==> config.mk <==
export PLATFORM = sky130hd
export DESIGN_NAME = data_checker_beat_compare
export DESIGN_NICKNAME = d
export VERILOG_FILES = /design/src/rtl/data_checker_pkg.sv /design/src/rtl/data_checker_beat_compare.sv
export SDC_FILE = /design/constraint.sdc
export NUM_CORES = 1
export LEC_CHECK = 0
export CAP_MARGIN = 20
export CORE_AREA = 2 2 249 251
export DETAILED_ROUTE_END_ITERATION = 7
export DIE_AREA = 0 0 251 253
export PLACE_DENSITY = 0.3
export SYNTH_ARGS = -nofsm -noshare
export SYNTH_HDL_FRONTEND = slang
export SYNTH_SLANG_ARGS = --single-unit
==> constraint.sdc <==
create_clock -name vclk -period 0.8
set_input_delay 0.12 -clock vclk [all_inputs]
set_output_delay 0.12 -clock vclk [all_outputs]
set_load 0.02 [all_outputs]
==> src/rtl/data_checker_pkg.sv <==
// Shared types and constants for the data_checker AXI-Stream sink.
// Optional feature macro used by the top level: DATA_CHECKER_FIRST_ERR_EN.
package data_checker_pkg;

  typedef enum logic [1:0] {
    IDLE = 2'd0,
    RUN  = 2'd1,
    DONE = 2'd2
  } state_t;

  localparam int DATA_W = 512;
  localparam int WORD_W = 64;

  // 64-bit word positions inside a 512-bit beat
  localparam int W_CNT  = 0;
  localparam int W_PKT  = 1;
  localparam int W_NPKT = 6;
  localparam int W_NCNT = 7;

  // err_flags / mismatch vector bit positions
  localparam int ERR_CNT     = 0;
  localparam int ERR_NCNT    = 1;
  localparam int ERR_PKT     = 2;
  localparam int ERR_NPKT    = 3;
  localparam int ERR_TLAST   = 4;
  localparam int ERR_FLAGS_W = 5;

  // Extract one 64-bit word from a beat
  function automatic logic [WORD_W-1:0] get_word(input logic [DATA_W-1:0] d, input int idx);
    return d[idx*WORD_W +: WORD_W];
  endfunction

endpackage

==> src/rtl/data_checker_beat_compare.sv <==
// Purely combinational comparison of one received beat against the locally
// regenerated beat index and packet number.
module data_checker_beat_compare
  import data_checker_pkg::*;
#(
  parameter int BEATS_LOG2 = 2
) (
  input  logic [DATA_W-1:0]      i_tdata,
  input  logic                   i_tlast,
  input  logic [WORD_W-1:0]      i_exp_cnt,
  input  logic [WORD_W-1:0]      i_exp_pkt,
  output logic [ERR_FLAGS_W-1:0] o_mismatch
);

  logic w_exp_last;
  logic w_unused;

  // TLAST belongs on the beat whose low index bits are all ones
  assign w_exp_last = &i_exp_cnt[BEATS_LOG2-1:0];

  // Words 2..5 carry filler and are deliberately ignored
  assign w_unused = ^i_tdata[W_NPKT*WORD_W-1:(W_PKT+1)*WORD_W];

  // Build the per-field mismatch vector
  always_comb begin
    // NOTE: default every always_comb output first so no path leaves it unassigned (no latch).
    o_mismatch            = '0;
    o_mismatch[ERR_CNT]   = get_word(i_tdata, W_CNT)  != i_exp_cnt;
    o_mismatch[ERR_NCNT]  = get_word(i_tdata, W_NCNT) != ~i_exp_cnt;
    o_mismatch[ERR_PKT]   = get_word(i_tdata, W_PKT)  != i_exp_pkt;
    o_mismatch[ERR_NPKT]  = get_word(i_tdata, W_NPKT) != ~i_exp_pkt;
    o_mismatch[ERR_TLAST] = i_tlast != w_exp_last;
  end

endmodule

# Word-level counts from Yosys, hierarchy flattened

Index checks and enable logic that the tools add are counted.

Register bits after elaboration: 0
Bits of input ports: 641
Logic and storage cells: 8

Bitwise logic cells: 2
Equal/unequal tests: 5
Reduce and logical (&&, ||, !) cells: 1

Operators with widths:

| operator            | number |
|---|---|
| 64-bit != test      | 4 |
| 64-bit inverter     | 2 |
| 2-bit AND reduction | 1 |
| 1-bit != test       | 1 |

# Depth between registers and ports, before layout

Gate-level depths: netlist of run 1.

Word-level depth: 2
Depth in mapped cells: 4

# Least setup slack after synthesis of run 1

No wires, ideal clock.

Path type: input port to output port
Start: input port i_exp_cnt[5]
End: output port o_mismatch[1]
Stages on the path: 4
Path slack: -210 ps
Required time: 680 ps
Arrival: 890 ps
Cells stage by stage: xor2_1 > nand4_2 > nor4_1 > nand4_1

Cells in the longest elaborated chain, start to end: 2

RTL lines:

| item               | line                            | RTL |
|---|---|---|
| start: declaration | data_checker_beat_compare.sv:10 | `input logic [WORD_W-1:0] i_exp_cnt,` |
| 64-bit inverter    | data_checker_beat_compare.sv:29 | `o_mismatch[ERR_NCNT] = get_word(i_tdata, W_NCNT) != ~i_exp_cnt;` |
| 64-bit != test     | data_checker_beat_compare.sv:29 |  |
| end: declaration   | data_checker_beat_compare.sv:12 | `output logic [ERR_FLAGS_W-1:0] o_mismatch` |

Every way passes these cells.

# Worst setup path after layout of run 1

Start: input port i_tdata[38]
End: output port o_mismatch[0]

Cells in the longest elaborated chain, start to end: 1

RTL lines:

| item               | line                            | RTL |
|---|---|---|
| start: declaration | data_checker_beat_compare.sv:8  | `input logic [DATA_W-1:0] i_tdata,` |
| 64-bit != test     | data_checker_beat_compare.sv:28 | `o_mismatch[ERR_CNT] = get_word(i_tdata, W_CNT) != i_exp_cnt;` |

Every way passes these cells.

==> flow_metrics.py, run 1 <==
metrics = {
    "floorplanning": {
        "num_rows": 91,
        "dieHeight_um": 253,
        "io_pins": 646,
        "core_sq_um": 61000,
        "die_w_um": 251,
        "dieArea_sq_um": 63500,
        "initial_core_util_pct": 4.57,
    },
    "synthesis": {
        "synth-warning-count": 0,
        "synth.area.top_cells": "xnor2_1, xor2_1, nand4_1, nor4_1, nand4_2",
        "synthCells": 342,
        "synth_area_leader_cell": "xnor2_1",
        "syn_area_sq_um": 2790,
        "yosys.area.top_type_share_pct": 40.5,
        "avgSynthCellArea_sq_um": 8.15,
        "netlist-cell-type-count": 6,
        "synth_nets": 983,
        "yosysSeqAreaShare_pct": 0,
    },
    "power_and_ir_drop": {
        "leakagePower_nw": 3.56,
        "p_sw_share_pct": 43.2,
        "p_sw_mw": 1.73,
        "pwr-share-seq_pct": 0,
        "p_clk_share_pct": 0,
        "cellPowerDensity_nw_per_um2": 477,
        "ir_worst_vdd_uv": 134,
        "power_frac_comb_pct": 100.0,
        "internal_power_mw": 2.27,
    },
    "status": {
        "violations": "negative setup slack",
        "outcome": "complete, but fails checks",
    },
    "final_layout": {
        "clockBufferCount": 0,
        "stdcell_count": 1596,
        "utilization_pct": 13.7,
        "layout.nets": 1439,
        "area_delta_synth_final_pct": 201,
        "regArea_sq_um": 0,
        "fillers": 7057,
        "multi_input_area_sq_um": 3600,
        "final_layout_size_suffix_gt1_share_pct": 46.1,
        "seq_cells": 0,
    },
    "hold_path": {
        "hold_start": "i_tlast",
        "hp-class": "primary input to primary output",
    },
    "sta": {
        "hold_violations": 0,
        "fin_crit_sh_pct": 203,
        "setup_viol": 4,
        "drv_slew": 0,
        "finalWorstSetupSlack_ns": -0.827,
        "rsz0062_at_grt": "yes",
        "post-route-min-period_ns": 1.63,
        "fmax_mhz": 615,
        "tightest_slew_ns": 0.285,
        "slew_headroom_pct": 80.9,
    },
    "routing": {
        "ant_nets": 0,
        "wl_per_cell_um": 19.8,
        "routed_wl_um": 31700,
        "dr.first_iter.drc_count": 141,
        "vias": 4317,
        "drc": 0,
        "drt-pass1-iter-count": 4,
        "vias_per_cell": 2.70,
    },
    "place": {
        "hpwl_um": 30300,
        "port_buffers": 390,
        "placed_cells": 1589,
        "gp_congestion": 0.841,
    },
    "critical_path": {
        "crit_slowest_cell": "nor4_4",
        "worstSetupPathType": "primary input to primary output",
        "crit_arrival_ns": 1.51,
        "cp_max_fo": 1,
        "worstPathCellList": "clkdlybuf4s15_1 > xnor2_2 > nand4_1 > nor4_4 > buf_4 > nand4_1 > buf_6",
        "crit_top_cell": "nand4_1",
        "critical-path-max-stage-delay_ns": 0.34,
        "end_kind": "primary output",
        "critPathTopFamily": "simple AND/OR/NAND/NOR gates",
        "cp-start-kind": "primary input",
        "cp.required_ns": 0.68,
        "crit_buf_inv": 3,
        "cp-startpoint": "i_tdata[38]",
    },
    "global_routing": {
        "grt_max_degree": 4,
        "track_usage_pct": 9.42,
        "overflow": 0,
        "grt_pass1_vias": 4798,
        "grt_antenna_before_repair": 21,
        "grt_pass1_wl_um": 40600,
    },
    "cts": {
        "hold_buffers": 0,
    },
    "job": {
        "drv_cap": 0,
    },
}
-- stage by stage --
step | setup slack (ns) | TNS [ns] | power [mW] | hold slack [ns] | instance area [sq um]
final | -0.827 | -3.00 | 4.00 | 0.564 | 8370
after global routing | -0.896 | -3.34 | 4.27 | 0.576 | 8360
after CTS | -0.849 | -3.01 | 3.95 | 0.671 | 8220
after detailed placement | -2.02 | -7.77 | 4.23 | 0.971 | 8310
after global placement | -2.07 | -7.91 | 4.27 | 0.989 | 8310
after floorplan | -0.187 | -0.732 | 1.13 | 0.382 | 2920
-- power by group through the flow --
stage	registers [mW]	clock network, mW	logic [mW]
floorplan	0	0	1.13
global placement	0	0	4.27
detailed placement	0	0	4.23
CTS	0	0	3.95
global route	0	0.000000838	4.27
finish	0	0.00000168	4.00
-- worst paths after layout --
path | to | slack, ns | depth (start not counted)
max | o_mismatch[0] | -0.83 | 7
min | o_mismatch[4] | 0.56 | 3
-- synthesized netlist by cell type (all sizes together) --
| library cell | n |
|---|---|
| nand2 | 1 |
| nand4 | 68 |
| nor4 | 16 |
| xnor2 | 129 |
| xor2 | 128 |
-- metal layers --
metal | GRT usage (%) | wire [um]
met1 | 12.4 | 13800
met2 | 16.7 | 16000
met3 | 1.43 | 1430
met4 | 1.09 | 409
met5 | 0 | 38
-- cell type report --
| cell class | instances | area share, % |
|---|---|---|
| timing repair buffer | 454 | 44.9 |
| tap | 790 | 11.8 |
| multi-input combinational | 342 | 43.0 |
| antenna | 10 | 0.299 |
-- layout by cell type (no fill, tap or decap), drive strengths merged, types with 10 or more instances in the layout --
cell type      netlist  final
nor4                16     16
xor2               128    128
dlymetal6s2s         0     11
nand4               68     68
dlygate4sd2          0    103
xnor2              129    129
clkbuf               0     25
buf                  0    208
clkdlybuf4s15        0    102
diode                0     10
-- cell families after synthesis --
kind of cell	share of synthesized area (%)
xor gates and xnor gates	80.8
and+or+nand+nor	19.2
-- timing repair --
action | 4_1_cts | 5_1_grt
setup buffers | 0 | 0
endpoints found under the setup margin | 5 | 5
pin swaps | 267 | 78
gates resized for setup | 1064 | 107
(Power assumes the default switching activity.)
==> run 2: changes to the inputs <==
--- a/config.mk
+++ b/config.mk
@@ -5,11 +5,11 @@
 export SDC_FILE = /design/constraint.sdc
 export NUM_CORES = 1
 export LEC_CHECK = 0
-export CAP_MARGIN = 20
-export CORE_AREA = 2 2 249 251
+export ABC_AREA = 1
+export CORE_AREA = 2 2 253 255
 export DETAILED_ROUTE_END_ITERATION = 7
-export DIE_AREA = 0 0 251 253
-export PLACE_DENSITY = 0.3
+export DIE_AREA = 0 0 255 257
+export PLACE_DENSITY = 0.33
 export SYNTH_ARGS = -nofsm -noshare
 export SYNTH_HDL_FRONTEND = slang
 export SYNTH_SLANG_ARGS = --single-unit
==> flow_metrics.py, run 2 <==
metrics = {
    "global_routing": {
        "grt_pass1_vias": 7156,
        "grtUsageMet3_pct": 1.54,
        "overflow": 0,
        "met2_usage_pct": 16.1,
        "grt_util_met1_pct": 14.3,
        "grt_antenna_before_repair": 14,
        "track_usage_pct": 9.98,
        "grt_most_used_layer": "met2",
        "grt_pass1_wl_um": 47300,
        "grt_max_degree": 4,
    },
    "place": {
        "hpwl_um": 32100,
        "gp_congestion": 0.800,
        "port_buffers": 390,
        "place_ws_ns": -1.61,
    },
    "critical_path": {
        "worstSetupPathType": "primary input to primary output",
        "end_kind": "primary output",
        "cp.required_ns": 0.68,
        "cp_max_fo": 2,
        "cp-start-kind": "primary input",
        "crit_arrival_ns": 1.21,
    },
    "status": {
        "violations": "negative setup slack",
        "outcome": "complete, but fails checks",
    },
    "synthesis": {
        "synthTopCellsByCount": "nand2_1, inv_1, nor2_1",
        "synth_nets": 1852,
        "yosysSeqAreaShare_pct": 0,
        "avgSynthCellArea_sq_um": 4.01,
        "synth.area.top_cells": "nand2_1, inv_1, nor2_1, xnor2_1, inv_2",
        "syn_area_sq_um": 4860,
        "synth-warning-count": 0,
        "netlist-cell-type-count": 8,
        "synthCells": 1211,
        "synth_area_leader_cell": "nand2_1",
        "yosysMostFrequentCell": "nand2_1",
        "yosys.area.top_type_share_pct": 51.2,
    },
    "routing": {
        "dr.first_iter.drc_count": 375,
        "wl_per_cell_um": 13.9,
        "vias": 7600,
        "drt-pass1-iter-count": 6,
        "vias_per_cell": 3.07,
        "drc": 0,
        "routed_wl_um": 34400,
        "ant_nets": 0,
    },
    "floorplanning": {
        "dieArea_sq_um": 65500,
        "core_sq_um": 62700,
        "num_rows": 92,
        "dieHeight_um": 257,
        "io_pins": 646,
        "die_w_um": 255,
        "initial_core_util_pct": 7.74,
    },
    "final_layout": {
        "multi_input_area_sq_um": 4590,
        "clockBufferCount": 0,
        "seq_cells": 0,
        "fillers": 7460,
        "regArea_sq_um": 0,
        "final_layout_size_suffix_gt1_share_pct": 40.9,
        "area_delta_synth_final_pct": 102,
        "mostFrequentLayoutCell": "nand2_1",
        "layout.nets": 2270,
        "final_cell_mix": "nand2_1, inv_1, buf_2, nand2_2, clkbuf_2",
    },
    "cts": {
        "post_cts_buffers": 0,
    },
    "sta": {
        "hold_ws_ns": 0.673,
        "hold_violations": 0,
        "tightest_slew_ns": 0.220,
        "finalWorstSetupSlack_ns": -0.532,
        "drv_slew": 0,
        "slew_headroom_pct": 85.3,
        "rsz0062_at_grt": "yes",
        "fmax_mhz": 751,
        "setup_viol": 4,
        "post-route-min-period_ns": 1.33,
        "fin_crit_sh_pct": 166,
    },
    "power_and_ir_drop": {
        "ir_worst_vdd_uv": 118,
        "power.total_mw": 4.46,
        "cellPowerDensity_nw_per_um2": 454,
        "leakagePower_nw": 5.91,
    },
    "job": {
        "drv_cap": 0,
    },
    "hold_path": {
        "hp-class": "primary input to primary output",
    },
}
[run 2: cell types whose count changed in the layout (fill, tap and decap cells not counted), sizes merged, moves of 11 or more]
| cell | before | now |
|---|---|---|
| buf | 208 | 254 |
| clkbuf | 25 | 93 |
| clkdlybuf4s15 | 102 | 54 |
| dlygate4sd2 | 103 | 15 |
| dlymetal6s2s | 11 | 0 |
| inv | 0 | 309 |
| nand2 | 1 | 663 |
| nand4 | 68 | 0 |
| nor2 | 0 | 178 |
| nor4 | 16 | 0 |
| xnor2 | 129 | 41 |
| xor2 | 128 | 20 |
[run 2: cell families after synthesis]
group                  after synthesis  synth area share, %
AND/OR/NAND/NOR                    841                 65.1
buffers and inverters              309                 23.9
XOR/XNOR                            61                 11.0
[run 2: area by class of cell]
cell class         count  area share (%)
multi-input cells    902            46.8
repair buffers       416            30.4
inverters            309            12.0
well taps            846            10.8
diodes                 5           0.127
[run 2: repair_timing]
item | 4_1_cts | 5_1_grt
cloned | 0 | 0
hold buffers | 0 | 0
endpoints found under the setup margin | 5 | 5
pin swaps | 340 | 280
gates resized for setup | 1303 | 435
[run 2: power breakdown]
part            total [mW]  internal [mW]  switching [mW]
clock          0.000000838    0.000000838               0
sequential               0              0               0
combinational         4.46           2.13            2.32
[run 2: critical path: stages]
cell,delay (ns)
clkdlybuf4s15_1,0.19
inv_1,0.04
nand2_1,0.05
nand2_1,0.05
nor2_2,0.11
nand2_2,0.07
nor2_4,0.15
nand2_2,0.09
nor2_4,0.12
nand2_4,0.08
buf_6,0.14
[run 2: final timing paths]
check | cells past startpoint | endpoint | slack [ns] | start
worst max-delay path | 11 | o_mismatch[3] | -0.53 | i_tdata[439]
worst min-delay path | 3 | o_mismatch[4] | 0.67 | i_tlast
[run 2: through the flow]
step | TNS, ns | std cells | area [sq um] | util, %
2_1_floorplan | -0.169 | 1211 | 4870 | -
3_3_place_gp | -7.10 | 2478 | 10100 | 16.0
3_5_place_dp | -7.02 | 2478 | 10100 | 16.0
4_1_cts | -2.11 | 2473 | 9690 | 15.4
5_1_grt | -2.20 | 2477 | 9820 | 15.6
6_report | -1.93 | 2478 | 9820 | 15.7
[run 2: metal layers]
layer	part of all wire, %	vias up
met2	45	185
met4	0.85	8
met3	5.3	18
li1	-	4174
met5	0.14	-
met1	49	3215
==> run 3: changes to the inputs <==
--- a/config.mk
+++ b/config.mk
@@ -10,6 +10,8 @@
 export DETAILED_ROUTE_END_ITERATION = 7
 export DIE_AREA = 0 0 255 257
 export PLACE_DENSITY = 0.33
+export SETUP_SLACK_MARGIN = 0.2
 export SYNTH_ARGS = -nofsm -noshare
 export SYNTH_HDL_FRONTEND = slang
 export SYNTH_SLANG_ARGS = --single-unit
+export TNS_END_PERCENT = 10
==> flow_metrics.py, run 3 (same netlist as run 2, synthesis figures left out) <==
metrics = {
    "sta": {
        "finalWorstSetupSlack_ns": -0.563,
        "fin_crit_sh_pct": 170,
        "setup_viol": 5,
        "fmax_mhz": 734,
        "hold_violations": 0,
        "slew_headroom_pct": 82.3,
        "rsz0062_at_grt": "yes",
        "tightest_slew_ns": 0.264,
        "post-route-min-period_ns": 1.36,
        "drv_slew": 0,
    },
    "job": {
        "drv_cap": 0,
    },
    "floorplanning": {
        "num_rows": 92,
        "dieHeight_um": 257,
        "io_pins": 646,
        "dieArea_sq_um": 65500,
        "initial_core_util_pct": 7.74,
        "die_w_um": 255,
        "core_sq_um": 62700,
    },
    "final_layout": {
        "mostFrequentLayoutCell": "nand2_1",
        "regArea_sq_um": 0,
        "final_cell_mix": "nand2_1, inv_1, dlygate4sd2_1, clkbuf_2, nor2_1",
        "stdcell_count": 2482,
        "final_layout_size_suffix_gt1_share_pct": 27.4,
        "design_area_sq_um": 9510,
        "seq_cells": 0,
        "area_delta_synth_final_pct": 95.9,
        "layout.nets": 2266,
        "clockBufferCount": 0,
    },
    "power_and_ir_drop": {
        "leakagePower_nw": 5.83,
        "ir_worst_vdd_uv": 104,
        "cellPowerDensity_nw_per_um2": 429,
    },
    "status": {
        "outcome": "complete, but fails checks",
        "violations": "negative setup slack",
    },
    "global_routing": {
        "grt_pass1_vias": 6868,
        "grt_pass1_wl_um": 46400,
        "grt_antenna_before_repair": 31,
        "overflow": 0,
        "track_usage_pct": 9.81,
        "grt_max_degree": 5,
    },
    "critical_path": {
        "crit_arrival_ns": 1.24,
        "cp_max_fo": 3,
        "cp-start-kind": "primary input",
        "cp-startpoint": "i_exp_pkt[17]",
        "worstSetupPathType": "primary input to primary output",
        "cp.required_ns": 0.68,
        "end_kind": "primary output",
    },
    "routing": {
        "drt-pass1-iter-count": 5,
        "dr.first_iter.drc_count": 297,
        "wl_per_cell_um": 13.6,
        "vias": 7576,
        "vias_per_cell": 3.05,
        "ant_nets": 0,
        "routed_wl_um": 33900,
        "drc": 0,
    },
    "place": {
        "hpwl_um": 32100,
        "gp_congestion": 0.791,
        "placed_cells": 2469,
        "placed_area_sq_um": 9990,
        "port_buffers": 390,
    },
    "hold_path": {
        "hp-class": "primary input to primary output",
        "hold_start": "i_exp_cnt[0]",
        "hold_depth": 4,
        "min_to": "o_mismatch[4]",
    },
    "cts": {
        "hold_buffers": 0,
    },
}
==> run 3: critical path, stage by stage <==
cell and delay (ns):
buf_6 0.09, inv_2 0.04, nand2_2 0.06, nand2_2 0.06, nor2_4 0.16, buf_6 0.12
nand2_1 0.06, nor2_2 0.10, nand2_2 0.08, nor2_2 0.12, nand2_2 0.10, buf_6 0.15
==> run 3: repair_timing <==
| item | CTS | global route |
|---|---|---|
| gates cloned | 0 | 0 |
| setup buffers | 0 | 0 |
| endpoints found under the hold margin | 0 | 0 |
| pin swaps | 226 | 201 |
| setup endpoints to repair | 5 | 5 |
| resized for setup | 771 | 379 |
==> run 3: power breakdown <==
part / switching (mW) / leakage [nW] / internal, mW
combinational: 2.15 / 5.83 / 1.93
clock: 0 / 0.0000824 / 0.00000218
sequential: 0 / 0 / 0
==> run 3: how the worst max path moves through the flow <==
stage | to | cells past startpoint
finish | o_mismatch[3] | 12
floorplan | o_mismatch[1] | 9
detailed placement | o_mismatch[3] | 12
global placement | o_mismatch[3] | 12
global route | o_mismatch[1] | 11
CTS | o_mismatch[2] | 11
==> run 3: final cells by class <==
class	instances	area, sq um
antenna	13	32.5
fill	7522	53200
inverter	309	1160
multi-input combinational	902	4220
tap	846	1060
timing repair buffer	412	3040
==> run 3: routing by layer <==
layer	wire [um]	share of wire [%]	up-vias	global-route usage, %
met4	208	0.61	14	0.504
met3	2570	7.6	36	2.40
met5	95	0.28	-	0
li1	-	-	4189	-
met2	15100	45	182	15.7
met1	15900	47	3155	13.8
==> run 3: through the flow <==
| stage | TNS, ns | total power [mW] | hold slack [ns] | setup WS [ns] | util, % |
|---|---|---|---|---|---|
| after CTS | -2.58 | 4.13 | 0.847 | -0.610 | 15.8 |
| after global placement | -7.09 | 4.50 | 1.32 | -1.63 | 15.9 |
| after global routing | -2.68 | 4.61 | 0.713 | -0.625 | 15.1 |
| after floorplan | -0.169 | 1.60 | 0.382 | -0.0434 | - |
| final | -2.37 | 4.08 | 0.665 | -0.563 | 15.2 |
| after detailed placement | -7.06 | 4.51 | 1.32 | -1.62 | 15.9 |
